<file path="config.mk">
export PLATFORM = sky130hd
export DESIGN_NAME = image_byte_writer
export DESIGN_NICKNAME = d
export VERILOG_FILES = /design/src/rtl/img_pkg.sv /design/src/rtl/pair_fifo.sv /design/src/rtl/image_byte_writer.sv
export SDC_FILE = /design/constraint.sdc
export NUM_CORES = 1
export LEC_CHECK = 0
export ABC_AREA = 1
export CORE_MARGIN = 10
export CORE_UTILIZATION = 25
export DETAILED_ROUTE_END_ITERATION = 10
export HOLD_SLACK_MARGIN = 0.03
export PLACE_DENSITY_LB_ADDON = 0.15
export SLEW_MARGIN = 20
export SYNTH_ARGS = -nofsm -noshare
export SYNTH_HDL_FRONTEND = slang
export SYNTH_HIERARCHICAL = 1
export SYNTH_SLANG_ARGS = --single-unit
export TNS_END_PERCENT = 30
</file>
<file path="constraint.sdc">
create_clock -name clk -period 11.15 [get_ports clk]
set_clock_uncertainty 0.15 [all_clocks]
set_input_delay 1.115 -clock clk [delete_from_list [all_inputs] [get_ports clk]]
set_output_delay 1.115 -clock clk [all_outputs]
set_load 0.005 [all_outputs]
</file>
<file path="src/rtl/img_pkg.sv">
// Shared definitions for the image byte writer: serializer states,
// the BMP byte order inside a pixel pair, and the row pad length helper.
package img_pkg;

    typedef enum logic [1:0] {
        S_IDLE  = 2'd0,
        S_BYTES = 2'd1,
        S_PAD   = 2'd2
    } ser_state_t;

    // Position of each byte within the six-byte BMP sequence of one pair
    localparam logic [2:0] BYTE_B0 = 3'd0;
    localparam logic [2:0] BYTE_G0 = 3'd1;
    localparam logic [2:0] BYTE_R0 = 3'd2;
    localparam logic [2:0] BYTE_B1 = 3'd3;
    localparam logic [2:0] BYTE_G1 = 3'd4;
    localparam logic [2:0] BYTE_R1 = 3'd5;

    // Zero bytes needed after a row of 'width' RGB pixels to reach a 4-byte boundary
    function automatic int row_pad_bytes(input int width);
        return (4 - ((width * 3) % 4)) % 4;
    endfunction

endpackage

</file>
<file path="src/rtl/pair_fifo.sv">
// Small synchronous FIFO holding pixel pairs. Flags are registered so the
// writer sees a clean full/empty at the start of every cycle. A push while
// full is ignored even when a pop happens in the same cycle.
module pair_fifo #(
    parameter int DEPTH = 16,
    parameter int WIDTH = 48
) (
    input  logic             clk,
    input  logic             rst,
    input  logic             flush,
    input  logic             push,
    input  logic             pop,
    input  logic [WIDTH-1:0] din,
    output logic [WIDTH-1:0] dout,
    output logic             full,
    output logic             empty
);

    localparam int AW = $clog2(DEPTH);
    localparam int CW = AW + 1;

    logic [WIDTH-1:0] mem [DEPTH];
    logic [AW-1:0]    wr_ptr;
    logic [AW-1:0]    rd_ptr;
    logic [CW-1:0]    count;
    logic [CW-1:0]    count_next;
    logic             do_push;
    logic             do_pop;

    assign do_push = push && !full;
    assign do_pop  = pop && !empty;
    assign dout    = mem[rd_ptr];

    // Occupancy after this cycle's accepted push/pop
    always_comb begin
        count_next = count;
        case ({do_push, do_pop})
            2'b10:   count_next = count + CW'(1);
            2'b01:   count_next = count - CW'(1);
            default: count_next = count;
        endcase
    end

    // Storage array, written only by an accepted push
    always_ff @(posedge clk) begin
        if (do_push && !flush) begin
            mem[wr_ptr] <= din;
        end
    end

    // Pointers, occupancy and registered flags; flush empties the FIFO
    always_ff @(posedge clk or posedge rst) begin
        if (rst) begin
            wr_ptr <= '0;
            rd_ptr <= '0;
            count  <= '0;
            full   <= 1'b0;
            empty  <= 1'b1;
        end else if (flush) begin
            wr_ptr <= '0;
            rd_ptr <= '0;
            count  <= '0;
            full   <= 1'b0;
            empty  <= 1'b1;
        end else begin
            if (do_push) begin
                wr_ptr <= wr_ptr + AW'(1);
            end
            if (do_pop) begin
                rd_ptr <= rd_ptr + AW'(1);
            end
            count <= count_next;
            full  <= (count_next == CW'(DEPTH));
            empty <= (count_next == '0);
        end
    end

endmodule

</file>
<file path="src/rtl/image_byte_writer.sv">
// Sink for the two-pixel-per-clock RGB stream: buffers pixel pairs and
// serialises them as BMP-ordered bytes (B,G,R per pixel) over valid/ready.
// Tracks row/column position, pulses frame_done after the last byte of a
// frame and keeps a sticky overflow flag for dropped pairs.
// Optional: define IMAGE_WRITER_ROW_PAD_EN to append zero bytes after every
// row so each row is a multiple of 4 bytes.
module image_byte_writer
    import img_pkg::*;
#(
    parameter int WIDTH      = 768,
    parameter int HEIGHT     = 512,
    parameter int DATA_WIDTH = 8,
    parameter int FIFO_DEPTH = 16
) (
    input  logic                                 clk,
    input  logic                                 rst,
    input  logic                                 V_sync,
    input  logic                                 H_sync,
    input  logic [DATA_WIDTH-1:0]                red_0,
    input  logic [DATA_WIDTH-1:0]                green_0,
    input  logic [DATA_WIDTH-1:0]                blue_0,
    input  logic [DATA_WIDTH-1:0]                red_1,
    input  logic [DATA_WIDTH-1:0]                green_1,
    input  logic [DATA_WIDTH-1:0]                blue_1,
    output logic [DATA_WIDTH-1:0]                byte_data,
    output logic                                 byte_valid,
    input  logic                                 byte_ready,
    output logic                                 frame_done,
    output logic                                 overflow,
    output logic [$clog2(WIDTH*HEIGHT+1)-1:0]    pixel_count
);

    localparam int PAIR_W = 6 * DATA_WIDTH;
    localparam int PC_W   = $clog2(WIDTH * HEIGHT + 1);
    localparam int COL_W  = $clog2(WIDTH + 1);
    localparam int ROW_W  = $clog2(HEIGHT + 1);
`ifdef IMAGE_WRITER_ROW_PAD_EN
    localparam int PAD_LEN = row_pad_bytes(WIDTH);
`endif

    ser_state_t        state;
    logic [PAIR_W-1:0] hold;
    logic [2:0]        byte_idx;
    logic [COL_W-1:0]  col;
    logic [COL_W-1:0]  col_next;
    logic [ROW_W-1:0]  row;
    logic              v_sync_prev;
    logic              frame_start;
    logic              accept;
    logic              pair_done;
    logic              row_end;
    logic              last_row;
    logic              pop;
    logic              go_next;
    logic              finish;
    logic [PAIR_W-1:0] fifo_dout;
    logic              fifo_full;
    logic              fifo_empty;
`ifdef IMAGE_WRITER_ROW_PAD_EN
    logic [1:0]        pad_cnt;
    logic              pad_last;
    logic              enter_pad;
`endif

    // Select one byte of a stored pair {r0,g0,b0,r1,g1,b1} in BMP order
    function automatic logic [DATA_WIDTH-1:0] pick_byte(input logic [PAIR_W-1:0] pair,
                                                        input logic [2:0] idx);
        logic [DATA_WIDTH-1:0] b;
        case (idx)
            BYTE_B0: b = pair[3*DATA_WIDTH +: DATA_WIDTH];
            BYTE_G0: b = pair[4*DATA_WIDTH +: DATA_WIDTH];
            BYTE_R0: b = pair[5*DATA_WIDTH +: DATA_WIDTH];
            BYTE_B1: b = pair[0*DATA_WIDTH +: DATA_WIDTH];
            BYTE_G1: b = pair[1*DATA_WIDTH +: DATA_WIDTH];
            BYTE_R1: b = pair[2*DATA_WIDTH +: DATA_WIDTH];
            default: b = '0;
        endcase
        return b;
    endfunction

    assign frame_start = V_sync && !v_sync_prev;
    assign accept      = byte_valid && byte_ready;
    assign pair_done   = (state == S_BYTES) && accept && (byte_idx == BYTE_R1);
    assign col_next    = col + COL_W'(2);
    assign row_end     = (col_next == COL_W'(WIDTH));
    assign last_row    = (row == ROW_W'(HEIGHT - 1));
`ifdef IMAGE_WRITER_ROW_PAD_EN
    assign pad_last    = (pad_cnt == 2'(PAD_LEN - 1));
`endif

    pair_fifo #(
        .DEPTH (FIFO_DEPTH),
        .WIDTH (PAIR_W)
    ) u_fifo (
        .clk   (clk),
        .rst   (rst),
        .flush (frame_start),
        .push  (H_sync && !frame_start),
        .pop   (pop),
        .din   ({red_0, green_0, blue_0, red_1, green_1, blue_1}),
        .dout  (fifo_dout),
        .full  (fifo_full),
        .empty (fifo_empty)
    );

    // Remember V_sync so a new frame starts only on its rising edge
    always_ff @(posedge clk or posedge rst) begin
        if (rst) begin
            v_sync_prev <= 1'b0;
        end else begin
            v_sync_prev <= V_sync;
        end
    end

    // Decide where the serializer goes when the current pair or pad finishes
    always_comb begin
        pop     = 1'b0;
        go_next = 1'b0;
        finish  = 1'b0;
`ifdef IMAGE_WRITER_ROW_PAD_EN
        enter_pad = 1'b0;
`endif
        case (state)
            S_IDLE: pop = !fifo_empty;
            S_BYTES: begin
                if (pair_done) begin
`ifdef IMAGE_WRITER_ROW_PAD_EN
                    if (row_end && (PAD_LEN != 0)) enter_pad = 1'b1;
                    else
`endif
                    if (row_end && last_row) finish = 1'b1;
                    else go_next = 1'b1;
                end
            end
`ifdef IMAGE_WRITER_ROW_PAD_EN
            S_PAD: begin
                if (accept && pad_last) begin
                    if (row == ROW_W'(HEIGHT)) finish = 1'b1;
                    else go_next = 1'b1;
                end
            end
`endif
            default: ;
        endcase
        if (go_next) begin
            pop = !fifo_empty;
        end
        if (frame_start) begin
            pop = 1'b0;
        end
    end

    // Serializer, output byte register and frame position counters
    always_ff @(posedge clk or posedge rst) begin
        if (rst) begin
            state       <= S_IDLE;
            hold        <= '0;
            byte_idx    <= '0;
            byte_data   <= '0;
            byte_valid  <= 1'b0;
            frame_done  <= 1'b0;
            overflow    <= 1'b0;
            pixel_count <= '0;
            col         <= '0;
            row         <= '0;
`ifdef IMAGE_WRITER_ROW_PAD_EN
            pad_cnt     <= '0;
`endif
        end else if (frame_start) begin
            state       <= S_IDLE;
            byte_idx    <= '0;
            byte_data   <= '0;
            byte_valid  <= 1'b0;
            frame_done  <= 1'b0;
            overflow    <= 1'b0;
            pixel_count <= '0;
            col         <= '0;
            row         <= '0;
`ifdef IMAGE_WRITER_ROW_PAD_EN
            pad_cnt     <= '0;
`endif
        end else begin
            frame_done <= finish;
            if (H_sync && fifo_full) begin
                overflow <= 1'b1;
            end
            if (frame_done) begin
                pixel_count <= '0;
            end
            if (pair_done) begin
                pixel_count <= pixel_count + PC_W'(2);
                if (row_end) begin
                    col <= '0;
                    row <= finish ? '0 : row + ROW_W'(1);
                end else begin
                    col <= col_next;
                end
            end
`ifdef IMAGE_WRITER_ROW_PAD_EN
            if ((state == S_PAD) && finish) begin
                row <= '0;
            end
`endif
            if (pop) begin
                hold       <= fifo_dout;
                byte_idx   <= BYTE_B0;
                byte_data  <= pick_byte(fifo_dout, BYTE_B0);
                byte_valid <= 1'b1;
                state      <= S_BYTES;
            end else if ((state == S_BYTES) && accept && (byte_idx != BYTE_R1)) begin
                byte_idx  <= byte_idx + 3'd1;
                byte_data <= pick_byte(hold, byte_idx + 3'd1);
`ifdef IMAGE_WRITER_ROW_PAD_EN
            end else if (enter_pad) begin
                state     <= S_PAD;
                pad_cnt   <= '0;
                byte_data <= '0;
            end else if ((state == S_PAD) && accept && !pad_last) begin
                pad_cnt <= pad_cnt + 2'd1;
`endif
            end else if (go_next || finish) begin
                state      <= S_IDLE;
                byte_valid <= 1'b0;
                byte_data  <= '0;
            end
        end
    end

endmodule

</file>
==> impl_results.md <==
- CTS Buffer Depth: 3
- CTS Buf Count: between 100 and 150
- Post-cts resize count: 0
- Worst r2r path cells: 24
- Crit path top cell by count: nand2_1
- Vias per cell: roughly 4.4
- Worst Hold Class: register to register
- Min cycle time layout: between 4 and 5 ns
- Clk slew on worst S/H paths: approximately 0.060 ns
- Fmax: around 0.22 GHz
- Post-CTS setup buffer count: 0
- Critical Path AT: about 5 ns
- CTS Hold Buffers Added: 0
- Worst path slowest cell: nor2_8
- H-Tree Depth: 3
- Initial core utilization: between 20% and 30%
- Critical path launch point: byte_ready
- Chip height: a little over 400 um
- Comb power frac: 24.3%
- Number of port buffers: 81
- Netlist cell types: between 40 and 50
- Commonest register cell after synthesis: edfxtp_1
- Yosys Warn Count: 6
- Later-pin clock latency in the skew report: roughly 0.70 ns
- P_leak: about 15 nW
- CP startpoint kind: input pin
- GRT Util Overall: 12.4%
- Synth-to-layout area growth: 16.6%
- Switching power: around 0.0031 W
- Die width: just over 400 um
- Syn Inst Count: between 2000 and 3000
- Max-slew violations: 0
- Crit path cell chain: clkdlybuf4s50_1 > nand2_1 > nor3_1 > nand2_2 > nand2_4 > nand2_4 > nor2_8 > inv_1 > nor2_4 > nand2_1 > nand2_1 > nand2_1 > inv_1 > ha_1 > inv_1 > nand2_1 > nand3_1 > o21ai_0 > nand2_1 > nand2_1 > nand2_1 > nand3_1 > nor2_1
- DIE AREA: 162000 sq um
- Critical setup path kind: input pin to register
- Max_slew headroom: ~26%
- Total wire length: ~100000 um
- Final Util: slightly below 30%
- Final hold violation count: 0
- Hold_ws: about 0.32 ns
- Final ANT Viol Nets: 0
- Post-route insts no fill: a little under 5000
- Max-cap violations: 0
- Ports: 83
- Worst r2r src: byte_idx[1]
- Worst path max stage delay: around 0.63 ns
- Placed insts: about 4700
- Setup TNS: 0 ns
- Sw Share: approximately 32%
- Maximum fanout along the worst path: 64
- RSZ-0062 raised after global routing: false
- Overflow after GRT: 0
- Clock power frac: 34.1%
- Number of synthesized flops with an enable pin: ~770
- Syn Nets: about 2900
- Synthesized cell area: roughly 37000 sq um
- Reg-to-Reg End: u_fifo/full
- Cell Pwr Density: approximately 220 nW/um^2
- Req. time, crit path: around 12 ns
- Drt drc: 0
- # setup viols final: 0
- CTS root buf: clkbuf_16
- Largest net degree at the start of global routing: between 100 and 150
- Routed len/inst: about 21 um
- Initial antenna violation count: 10
- DP HPWL: 54900 um
- N_diodes: 0
- DR pass1 iterations: 5
- R2R Setup Slk: between 6 and 7 ns
- Layout cell share with drive strength beyond 1: roughly 7.9%
- Flop pwr share: roughly two fifths
- Worst setup path endpoint: u_fifo/full
- Core box area: 145000 sq um
- Row count: 140
- Via count: around 22000
- VDD IR-drop max: between 100 and 150 uV
- Status: completed
- Post-synthesis sequential area ratio: a little under three quarters
- Num Clock Sinks: 883
- Final Cycle Share: a little over 40%
- Register bit total from synthesis: a little under 900
- Worst Tran Pin Value: 1.11 ns
- Number of global-route vias before repair: around 21000
- First-iteration detailed-routing DRC count: about 1400
- Final nets: between 2000 and 3000
- CTS tree: built
- Asr flop ratio synth: a little over an eighth
- Internal Pwr Total: around 0.0065 W
- Syn Area/Cell: 13.0 sq um
- Crit path capture type: register
- Routability cong.: ~0.76
- First-pass GRT wire length: 151000 um
[worst min-delay path by stage]
stage | start | endpoint | slack [ns] | depth (start not counted)
after floorplan | hold[26] | hold[26] | 0.29 | 2
after global placement | hold[31] | hold[31] | 0.31 | 2
after detailed placement | hold[37] | hold[37] | 0.31 | 2
after CTS | hold[37] | hold[37] | 0.32 | 2
after global routing | hold[37] | hold[37] | 0.35 | 2
final | hold[37] | hold[37] | 0.32 | 2
[synth_stat cells (all sizes together) (4+ instances only)]
| library cell | instances | area share [%] |
|---|---|---|
| a21oi | 203 | 2.8 |
| edfxtp | 768 | 63 |
| nand2 | 327 | 3.4 |
| o22ai | 20 | 0.34 |
| ha | 16 | 0.55 |
| nand3 | 78 | 1.1 |
| nand4 | 17 | 0.29 |
| mux2i | 192 | 5.3 |
| inv | 308 | 3.2 |
| o2111ai | 4 | 0.096 |
| dfrtp | 114 | 7.8 |
| buf | 72 | 1.5 |
| nor2 | 60 | 0.74 |
| xor2 | 4 | 0.096 |
| o211ai | 192 | 3.9 |
| clkbuf | 82 | 0.85 |
| o21ai | 311 | 4.3 |
| nor3 | 17 | 0.26 |
[critical path, delay by kind of cell]
kind,cells,cell delay (ns)
buf+inv,4,0.84
fa+ha+maj,1,0.13
compound gates,1,0.17
simple gates,17,2.67
[logic make-up after synthesis]
logic type                 share of synthesized area [%]
and+or+nand+nor                                     5.84
other                                             0.0103
DFF                                                 71.0
xor gates and xnor gates                           0.144
buffers and inverters                               5.51
AOI/OAI and AO/OA                                   11.7
adders and majority gates                          0.548
muxes                                               5.26
[cells in the final DEF, fill, tap and decap left out, types with 16 or more instances in the layout]
master / instances
a21oi_1: 203
buf_4: 46
clkbuf_1: 33
clkbuf_16: 103
clkdlybuf4s50_1: 81
clkinv_2: 18
dfrtp_1: 110
edfxtp_1: 768
ha_1: 16
inv_1: 301
mux2i_1: 192
nand2_1: 322
nand3_1: 76
nand4_1: 17
nor2_1: 44
o211ai_1: 192
o21ai_0: 282
o21ai_1: 28
o22ai_1: 20
[layout make-up]
type                            instances  area [sq um]
Clock buffer                          140          2760
Clock inverter                         46           472
Fill cell                           14800        103000
Sequential cell                       883         26000
Timing Repair Buffer                  128          1180
Multi-Input combinational cell       1458          8690
Inverter                              310          1180
Tap cell                             1917          2400
[power by group through the flow]
stage	clock [W]	combinational, W	sequential (W)
after global placement	0	0.00238	0.00404
after floorplan	0	0.00167	0.00396
final	0.00326	0.00233	0.00397
after detailed placement	0	0.00238	0.00404
after CTS	0.00337	0.00238	0.00397
after global routing	0.00351	0.00260	0.00400
[through the flow]
stage               total power [W]  worst slack (ns)  area [sq um]
floorplan                   0.00564              5.41         36500
global placement            0.00643              6.02         39400
detailed placement          0.00641              5.97         39400
CTS                         0.00973              6.73         42600
global route                 0.0101              6.25         42600
finish                      0.00956              6.65         42600
[sequential cells by signal (all words and copies together), names as in the netlist]
register,flops
u_fifo/mem,768
hold,48
pixel_count,18
row,10
col,9
byte_data,8
u_fifo/count,5
u_fifo/rd_ptr,4
u_fifo/wr_ptr,4
byte_idx,3
byte_valid,1
frame_done,1
overflow,1
u_fifo/empty,1
u_fifo/full,1
v_sync_prev,1
[layer usage]
layer	GRT usage, %	share of wire [%]
met1	17.3	48
met2	19.8	46
met3	2.39	4.0
met4	3.15	2.1
met5	0	0.081
(Power assumes the default switching activity.)
